--- src/rtl/load_v_arbiter.sv ---
// ---------------------------------------------------------------------------
// load_v_arbiter
//
// Shares a single load_v vector-tile loader among NUM_REQ requesters
// (input vector, bias, residual, ...). A round-robin arbiter picks one
// requester. That requester then owns the loader for one complete transfer.
//
// The arbiter latches the winner's address and length, and issues a
// one-cycle lv_valid_in start pulse. It then routes the loader's per-tile
// and completion strobes back to the owner. Tile data itself does not pass
// through here: the owner samples load_v's data_out when its tile_vld_o bit
// is high.
//
// Optional feature (compile-time macro):
//   LOAD_V_ARB_LEN_CHECK_EN
//     - defined:   a zero-length request is never issued to load_v. The
//                  owner gets done_o together with len_err_o.
//     - undefined: zero-length requests are forwarded unchanged, and
//                  len_err_o is tied to 0.
//
// Ports:
//   clk, rst_n      clock; asynchronous active-low reset
//   req_i           level request, one bit per requester
//   addr_i, len_i   packed per-requester start address / element count
//   gnt_o           one-hot owner, from ISSUE through COMPLETE
//   tile_vld_o      owner's per-tile strobe (combinational from lv_tile_out)
//   tile_idx_o      0-based index of the tile being strobed
//   done_o          one-cycle end-of-transfer pulse to the owner
//   len_err_o       one-cycle zero-length reject pulse (macro build only)
//   busy_o          arbiter is not idle
//   proto_err_o     sticky: loader strobe seen while no transfer in flight
//   lv_valid_in     start pulse to load_v
//   lv_dram_addr    latched address to load_v
//   lv_length       latched length to load_v
//   lv_tile_out     load_v tile-ready strobe
//   lv_valid_out    load_v transfer-complete strobe
// ---------------------------------------------------------------------------
module load_v_arbiter #(
    parameter int NUM_REQ    = 4,
    parameter int ADDR_WIDTH = 24,
    parameter int LEN_WIDTH  = 10,
    parameter int TILE_CNT_W = 6
) (
    input  logic                            clk,
    input  logic                            rst_n,
    input  logic [NUM_REQ-1:0]              req_i,
    input  logic [NUM_REQ*ADDR_WIDTH-1:0]   addr_i,
    input  logic [NUM_REQ*LEN_WIDTH-1:0]    len_i,
    output logic [NUM_REQ-1:0]              gnt_o,
    output logic [NUM_REQ-1:0]              tile_vld_o,
    output logic [TILE_CNT_W-1:0]           tile_idx_o,
    output logic [NUM_REQ-1:0]              done_o,
    output logic [NUM_REQ-1:0]              len_err_o,
    output logic                            busy_o,
    output logic                            proto_err_o,
    output logic                            lv_valid_in,
    output logic [ADDR_WIDTH-1:0]           lv_dram_addr,
    output logic [LEN_WIDTH-1:0]            lv_length,
    input  logic                            lv_tile_out,
    input  logic                            lv_valid_out
);

    localparam int PTR_W = (NUM_REQ > 1) ? $clog2(NUM_REQ) : 1;

    typedef enum logic [1:0] {
        S_IDLE     = 2'd0,
        S_ISSUE    = 2'd1,
        S_BUSY     = 2'd2,
        S_COMPLETE = 2'd3
    } state_t;

    state_t                 state;
    state_t                 state_nxt;

    // ptr holds the last winner, which is also the current owner while the
    // arbiter is not idle.
    logic [PTR_W-1:0]       ptr;
    logic [NUM_REQ-1:0]     gnt_q;
    logic [TILE_CNT_W-1:0]  tile_cnt;
    logic [ADDR_WIDTH-1:0]  addr_q;
    logic [LEN_WIDTH-1:0]   len_q;
    logic                   proto_err_q;

    logic                   win_found;
    logic [PTR_W-1:0]       win_idx;
    logic                   zero_len;

    logic [ADDR_WIDTH-1:0]  addr_arr [NUM_REQ];
    logic [LEN_WIDTH-1:0]   len_arr  [NUM_REQ];

    // Unpack the per-requester slices so the winner can be selected by index.
    for (genvar g = 0; g < NUM_REQ; g++) begin : g_unpack
        assign addr_arr[g] = addr_i[g*ADDR_WIDTH +: ADDR_WIDTH];
        assign len_arr[g]  = len_i[g*LEN_WIDTH +: LEN_WIDTH];
    end

    function automatic logic [NUM_REQ-1:0] onehot(input logic [PTR_W-1:0] idx);
        logic [NUM_REQ-1:0] v;
        v      = '0;
        v[idx] = 1'b1;
        return v;
    endfunction

    // The tile counter sticks at all-ones so an oversized transfer cannot
    // wrap back to index 0.
    function automatic logic [TILE_CNT_W-1:0] sat_inc(input logic [TILE_CNT_W-1:0] c);
        return (&c) ? c : c + 1'b1;
    endfunction

    // Round-robin search: start just after the last winner and wrap round,
    // so the last winner has the lowest priority.
    always_comb begin
        int unsigned       cand;
        logic [PTR_W-1:0]  cand_idx;
        win_found = 1'b0;
        win_idx   = '0;
        cand      = 0;
        cand_idx  = '0;
        for (int k = 1; k <= NUM_REQ; k++) begin
            cand     = (int'(ptr) + k) % NUM_REQ;
            cand_idx = PTR_W'(cand);
            if (!win_found && req_i[cand_idx]) begin
                win_found = 1'b1;
                win_idx   = cand_idx;
            end
        end
    end

`ifdef LOAD_V_ARB_LEN_CHECK_EN
    logic len_err_q;
    assign zero_len = (len_arr[win_idx] == '0);
`else
    assign zero_len = 1'b0;
`endif

    always_ff @(posedge clk or negedge rst_n) begin
        if (!rst_n) begin
            state <= S_IDLE;
        end else begin
            state <= state_nxt;
        end
    end

    always_comb begin
        state_nxt   = state;
        lv_valid_in = 1'b0;
        tile_vld_o  = '0;
        done_o      = '0;
        len_err_o   = '0;
        case (state)
            S_IDLE: begin
                if (win_found) begin
                    state_nxt = zero_len ? S_COMPLETE : S_ISSUE;
                end
            end
            S_ISSUE: begin
                lv_valid_in = 1'b1;
                state_nxt   = S_BUSY;
            end
            S_BUSY: begin
                // A tile strobe arriving together with valid_out is still
                // forwarded; it is the final tile of the transfer.
                if (lv_tile_out) begin
                    tile_vld_o = gnt_q;
                end
                if (lv_valid_out) begin
                    state_nxt = S_COMPLETE;
                end
            end
            S_COMPLETE: begin
                done_o    = gnt_q;
`ifdef LOAD_V_ARB_LEN_CHECK_EN
                len_err_o = len_err_q ? gnt_q : '0;
`endif
                state_nxt = S_IDLE;
            end
            default: state_nxt = S_IDLE;
        endcase
    end

    always_ff @(posedge clk or negedge rst_n) begin
        if (!rst_n) begin
            ptr         <= PTR_W'(NUM_REQ - 1);
            gnt_q       <= '0;
            tile_cnt    <= '0;
            addr_q      <= '0;
            len_q       <= '0;
            proto_err_q <= 1'b0;
`ifdef LOAD_V_ARB_LEN_CHECK_EN
            len_err_q   <= 1'b0;
`endif
        end else begin
            case (state)
                S_IDLE: begin
                    if (win_found) begin
                        ptr    <= win_idx;
                        gnt_q  <= onehot(win_idx);
                        addr_q <= addr_arr[win_idx];
                        len_q  <= len_arr[win_idx];
`ifdef LOAD_V_ARB_LEN_CHECK_EN
                        len_err_q <= zero_len;
`endif
                    end
                end
                S_ISSUE: begin
                    tile_cnt <= '0;
                end
                S_BUSY: begin
                    if (lv_tile_out) begin
                        tile_cnt <= sat_inc(tile_cnt);
                    end
                end
                S_COMPLETE: begin
                    gnt_q <= '0;
`ifdef LOAD_V_ARB_LEN_CHECK_EN
                    len_err_q <= 1'b0;
`endif
                end
                default: ;
            endcase
            // load_v must be silent unless a transfer is in flight.
            if ((lv_tile_out || lv_valid_out) && (state != S_BUSY)) begin
                proto_err_q <= 1'b1;
            end
        end
    end

    assign gnt_o        = gnt_q;
    assign tile_idx_o   = tile_cnt;
    assign busy_o       = (state != S_IDLE);
    assign proto_err_o  = proto_err_q;
    assign lv_dram_addr = addr_q;
    assign lv_length    = len_q;

endmodule

--- config.mk ---
export PLATFORM = sky130hd
export DESIGN_NAME = load_v_arbiter
export DESIGN_NICKNAME = d
export VERILOG_FILES = /design/src/rtl/load_v_arbiter.sv
export SDC_FILE = /design/constraint.sdc
export NUM_CORES = 1
export LEC_CHECK = 0
export ABC_AREA = 0
export BUFFER_PORTS_ARGS = -buffer_cell sky130_fd_sc_hd__buf_2
export CORE_ASPECT_RATIO = 1.25
export CORE_MARGIN = 4
export CORE_UTILIZATION = 40
export DETAILED_ROUTE_END_ITERATION = 12
export HOLD_SLACK_MARGIN = 0.03
export PLACE_DENSITY_LB_ADDON = 0.3
export SETUP_SLACK_MARGIN = 0.05
export SYNTH_ARGS = -nofsm -noshare
export SYNTH_HDL_FRONTEND = slang
export SYNTH_SLANG_ARGS = --single-unit
--- constraint.sdc ---
create_clock -name clk -period 2.06 [get_ports clk]
set_input_delay 0.309 -clock clk [delete_from_list [all_inputs] [get_ports clk]]
set_output_delay 0.309 -clock clk [all_outputs]
set_load 0.02 [all_outputs]
==> results of run 1 <==
worst min-delay path, delay by kind of cell:
family / cells / cell delay (ns)
AO/OA/AOI/OAI: 1 / 0.11
buffers and inverters: 1 / 0.09
AND/OR/NAND/NOR: 1 / 0.04
worst max path at each step:
stage / to / from / depth (start not counted) / slack, ns
2_1_floorplan: lv_dram_addr[10] / state[0] / 8 / 0.14
5_1_grt: lv_dram_addr[11] / ptr[1] / 8 / 0.06
4_1_cts: lv_length[4] / ptr[1] / 6 / 0.13
3_3_place_gp: lv_length[4] / ptr[1] / 6 / 0.20
6_report: lv_length[4] / ptr[1] / 6 / 0.15
3_5_place_dp: lv_length[4] / ptr[1] / 6 / 0.16
stage by stage:
step,cells,area [um2],power [mW],util
finish,662,4690,6.27,0.566
global route,662,4690,6.79,0.566
CTS,662,4680,6.32,0.565
detailed placement,653,4580,5.69,0.552
global placement,653,4580,5.57,0.552
floorplan,365,3430,4.42,-
layer usage:
metal  vias up  global-route usage  part of all wire
met2       144               0.382              0.53
met3        13              0.0318             0.060
met5         -                   0                 0
met1      1660               0.248              0.40
li1       1773                   -                 -
met4         0              0.0470             0.012
sequential cells by signal, summed over array words and instances, names as in the netlist:
register and cells:
lv_dram_addr 24, tile_idx_o 6, state 2, lv_length 10, proto_err_o 1, gnt_o 4, ptr 2
timing repair:
action,CTS,global route
resized for setup,0,1
endpoints found under the hold margin,22,0
hold buffers,1,0
endpoints found under the setup margin,0,7
kinds of logic (layout without fill, tap and decap cells):
kind of cell / after synthesis / in the layout / share of synthesized area
xor+xnor: 3 / 3 / 0.00769
other cells: 1 / 4 / 0.00110
compound gates: 138 / 138 / 0.292
flops: 49 / 49 / 0.359
mux: 40 / 40 / 0.120
fa+ha+maj: 6 / 6 / 0.0220
simple gates: 87 / 87 / 0.129
buf+inv: 38 / 238 / 0.0684
layout make-up:
cell class / count / area [um2] / area share
sequential: 49 / 1230 / 0.262
timing repair buffer: 221 / 1230 / 0.262
multi-input combinational: 278 / 1980 / 0.422
clock buffer: 6 / 82.6 / 0.0176
inverter: 9 / 33.8 / 0.00721
tap: 97 / 121 / 0.0259
clock inverter: 2 / 13.8 / 0.00294
cell usage in the layout, fill, tap and decap left out, types with 8 or more instances in the layout:
cell      instances
a221oi_1         27
and2_1           11
buf_2           198
buf_4            17
dfrtp_1          47
inv_1             8
mux2i_1          32
nand2_1          14
nand2b_1          8
nor2_1           31
o21ai_0          32
o22ai_1          27
power groups by stage:
stage          registers [mW]  logic (mW)  clock network, mW
2_1_floorplan            2.07        2.36                  0
4_1_cts                  1.70        3.99              0.634
3_5_place_dp             1.70        3.99                  0
6_report                 1.69        3.96              0.614
3_3_place_gp             1.70        3.88                  0
5_1_grt                  1.77        4.35              0.670
cells in the mapped netlist, types with 3 or more instances:
| library cell | instances |
|---|---|
| a21oi_1 | 7 |
| a221oi_1 | 27 |
| a31o_1 | 7 |
| and2_1 | 11 |
| and3_1 | 7 |
| buf_12 | 3 |
| buf_2 | 8 |
| buf_4 | 6 |
| clkbuf_1 | 9 |
| dfrtp_1 | 47 |
| ha_1 | 6 |
| inv_1 | 8 |
| mux2_2 | 7 |
| mux2i_1 | 33 |
| nand2_1 | 14 |
| nand2b_1 | 8 |
| nor2_1 | 31 |
| o211a_1 | 7 |
| o21ai_0 | 32 |
| o21ai_1 | 3 |
| o22ai_1 | 27 |
| o31a_1 | 7 |
==> flow_summary.toml, run 1 <==
[outcome]
outcome = "complete, no violations"

[synth]
yosys.cell_types.count = 56
synthTopCellsByArea = "dfrtp_1, mux2i_1, a221oi_1"
yosysSeqAreaShare = 0.359
synth_edf_count = 0
post_synth.cell_area_avg_um2 = 9.44
yosysTopAreaCellShare = 0.344
ys_warn_count = 0
syn_area_um2 = 3420
synth_seq_cells = 49
ys.flop_type = "dfrtp_1"
synth.largest_area_cell = "dfrtp_1"
async_flop_share = 1.00
syn_inst = 362

[cts]
cts.htree.levels = 2
cts_tree = "yes"
cts_sinks = 49
clock_path_buffers = 2
post_cts_buffers = 0
clk_pin_slew_worst_paths_ns = 0.09
cts_root_buffer = "clkbuf_8"
clk_latency_ns = 0.31
numCtsBuffers = 5

[min_path]
hold_path.class = "input port to flop"
worstHoldStart = "lv_valid_out"
whs_path_depth = 3
holdPathEnd = "proto_err_o"

[global_route]
grt_pass1_wl_mm = 17.3
gr-total-overflow = 0
grt_max_degree = 56
grt_use_total = 0.206
grt_pass1_vias = 3690
antenna_found_initial = 0

[worst_setup_path]
rr_endpoint = "lv_length[4]"
r2r_cells = 6
crit_type = "flop to flop"
cp_top_family = "flip-flops"
crit_chain = "mux2i_2 -> o22ai_2 -> nor2_4 -> buf_12 -> mux2_2 -> a31o_1"
arrival_ns = 2.11
rrSetupSlack_ns = 0.15
crit_fanout = 17
critPathBufInv = 1
regToRegStartpoint = "ptr[1]"
worst_path_largest_cell_delay_ns = 0.60
start_kind = "flop"
cp-end-kind = "flop"
critical_path_required_ns = 2.26
cpMaxStageDelayCell = "dfstp_2"

[floorplan]
die_w_um = 90.7
die_y_um = 111
core_area_um2 = 8290
start_util = 0.413
row_count = 37
dieArea_um2 = 10100
pin_count = 203

[finish]
area_growth_pct = 37.1
diodes = 0
drive_gt1_frac = 0.450
fillers = 752
nets = 714

[power]
leakage_nw = 2.36
ir_drop_uv = 629
power.internal_mw = 3.37
power-per-cell-area_nw_per_um2 = 1340
swShare = 0.463
clkPwrFrac = 0.098
seq_power_share = 0.270
p_comb_frac = 0.632
netSwitchingPower_mw = 2.90

[drt]
wire_per_inst_um = 16.1
ant_nets = 0
vias_per_cell = 5.42
firstDrtPassIters = 4
vias = 3590
drc = 0
finalWirelength_mm = 10.7
drt_iter0_drc = 190

[timing]
finalCritPeriodShare = 0.929
rsz0062_at_grt = "false"
finalWorstSetupSlack_ns = 0.145
setup_violations = 0
whs_ns = 0.274
slew_viol_final = 0
layout_min_cycle_time_ns = 1.91
final-hold-violation-count = 0
tightest_slew_ns = 0.538
clock_skew_ns = 0.00380
final.setup.tns_ns = 0
slew_headroom = 0.641
max_freq_ghz = 0.522

[placement]
dp.final_hpwl_mm = 8.48
place_ws_ns = 0.161
gp_congestion = 0.815
numPortBuffers = 198

[flow_run]
max_cap_viol_count = 0
Power figures use the tool's default switching activity.
==> run 2: changes to the inputs <==
--- a/config.mk
+++ b/config.mk
@@ -13,6 +13,7 @@
 export DETAILED_ROUTE_END_ITERATION = 12
 export HOLD_SLACK_MARGIN = 0.03
 export PLACE_DENSITY_LB_ADDON = 0.3
+export RECOVER_POWER = 25
 export SETUP_SLACK_MARGIN = 0.05
 export SYNTH_ARGS = -nofsm -noshare
 export SYNTH_HDL_FRONTEND = slang
==> run 2 against run 1 <==
Via count unchanged. Largest power group unchanged. Critical path type unchanged. Worst hold slack about the same. Clock skew up 0.0022 ns. Core utilization down 0.091 points. Largest cell class unchanged. Sequential share of layout area about the same. Die area unchanged. Total power down 0.13%. Wire length about the same. Register-to-register slack about the same. Clock power about the same. Non-clock buffer count unchanged.
==> flow_summary.toml, run 2 (same netlist as run 1, synthesis figures left out) <==
[timing]
slew_headroom = 0.138
clock_skew_ns = 0.00596
tightest_slew_ns = 1.29
setup_violations = 0
final.setup.tns_ns = 0
finalWorstSetupSlack_ns = 0.146
final-hold-violation-count = 0
layout_min_cycle_time_ns = 1.91
rsz0062_at_grt = "false"
finalCritPeriodShare = 0.929
max_freq_ghz = 0.523
slew_viol_final = 0

[global_route]
grt_pass1_vias = 3690
antenna_found_initial = 0
gr-total-overflow = 0
grt_use_total = 0.206
grt_max_degree = 56
grt_pass1_wl_mm = 17.3

[cts]
cts_root_buffer = "clkbuf_8"
clock_path_buffers = 2
cts_tree = "yes"
clk_pin_slew_worst_paths_ns = 0.09
clk_latency_ns = 0.31
cts_sinks = 49
cts.htree.levels = 2
numCtsBuffers = 5

[placement]
numPortBuffers = 198
place_ws_ns = 0.161
dp.final_hpwl_mm = 8.48
gp_congestion = 0.815

[floorplan]
dieArea_um2 = 10100
die_y_um = 111
core_area_um2 = 8290
pin_count = 203
die_w_um = 90.7
start_util = 0.413
row_count = 37

[power]
power-per-cell-area_nw_per_um2 = 1340
ir_drop_uv = 629
leakage_nw = 2.35
power_mw = 6.26

[finish]
seq_area_um2 = 1230
drive_gt1_frac = 0.439
mostFrequentLayoutCell = "buf_2"
area_growth_pct = 36.9
layout_common_cells = "buf_2, dfrtp_1, o21ai_0, mux2i_1, nor2_1"
diodes = 0
largest_reg_flops = 24
fillers = 754
multi_input_area_um2 = 1980
nets = 714

[drt]
drt_iter0_drc = 199
vias = 3590
vias_per_cell = 5.42
ant_nets = 0
wire_per_inst_um = 16.1
finalWirelength_mm = 10.7
drc = 0
firstDrtPassIters = 4

[outcome]
outcome = "complete, no violations"

[min_path]
worstHoldStart = "lv_valid_out"
hold_path.class = "input port to flop"

[worst_setup_path]
startpoint = "ptr[1]"
cp-end-kind = "flop"
regToRegStartpoint = "ptr[1]"
crit_fanout = 17
crit_type = "flop to flop"
critical_path_required_ns = 2.26
start_kind = "flop"
arrival_ns = 2.11
rrSetupSlack_ns = 0.15

[flow_run]
max_cap_viol_count = 0
==> run 2: layout make-up <==
type                            instances  share of cell area
Clock inverter                          2             0.00294
Sequential cell                        49               0.263
Inverter                                9             0.00722
Clock buffer                            6              0.0176
Tap cell                               97              0.0259
Timing Repair Buffer                  221               0.261
Multi-Input combinational cell        278               0.423
==> run 2: path summary, 6_finish.rpt <==
path	depth (start not counted)	end
max	6	lv_length[4]
min	3	proto_err_o
max reg2reg	6	lv_length[4]
min reg2reg	1	proto_err_o
max in group asynchronous	3	ptr[1]
min in group asynchronous	2	lv_length[9]
==> run 2: worst max-delay path, stage by stage (launching register included) <==
cell     delay, ns
dfstp_2       0.60
mux2i_2       0.23
o22ai_2       0.12
nor2_4        0.12
buf_12        0.17
mux2_2        0.35
a31o_1        0.22
==> run 2: layer usage <==
metal	vias up	GRT usage	routed length, um
met3	13	0.0318	632
met4	0	0.0470	129
met2	141	0.382	5650
li1	1773	-	-
met1	1663	0.248	4260
met5	-	0	0
==> run 2: stage by stage <==
step / instance area, um2 / cells / hold WS [ns] / utilization
floorplan: 3430 / 365 / 0.0134 / -
global placement: 4580 / 653 / 0.328 / 0.552
detailed placement: 4580 / 653 / 0.322 / 0.552
CTS: 4680 / 662 / 0.260 / 0.565
global route: 4680 / 662 / 0.284 / 0.565
finish: 4680 / 662 / 0.274 / 0.565
==> run 2: where the power goes <==
group / internal (mW) / switching (mW)
logic: 1.70 / 2.25
clock network: 0.273 / 0.344
registers: 1.38 / 0.311
total: 3.35 / 2.90
==> run 2: timing repair <==
action | in CTS | in global routing
resized for setup | 0 | 1
hold buffers | 1 | 0
hold endpoints to repair | 22 | 0
setup endpoints to repair | 0 | 7
buffers inserted | 0 | 0
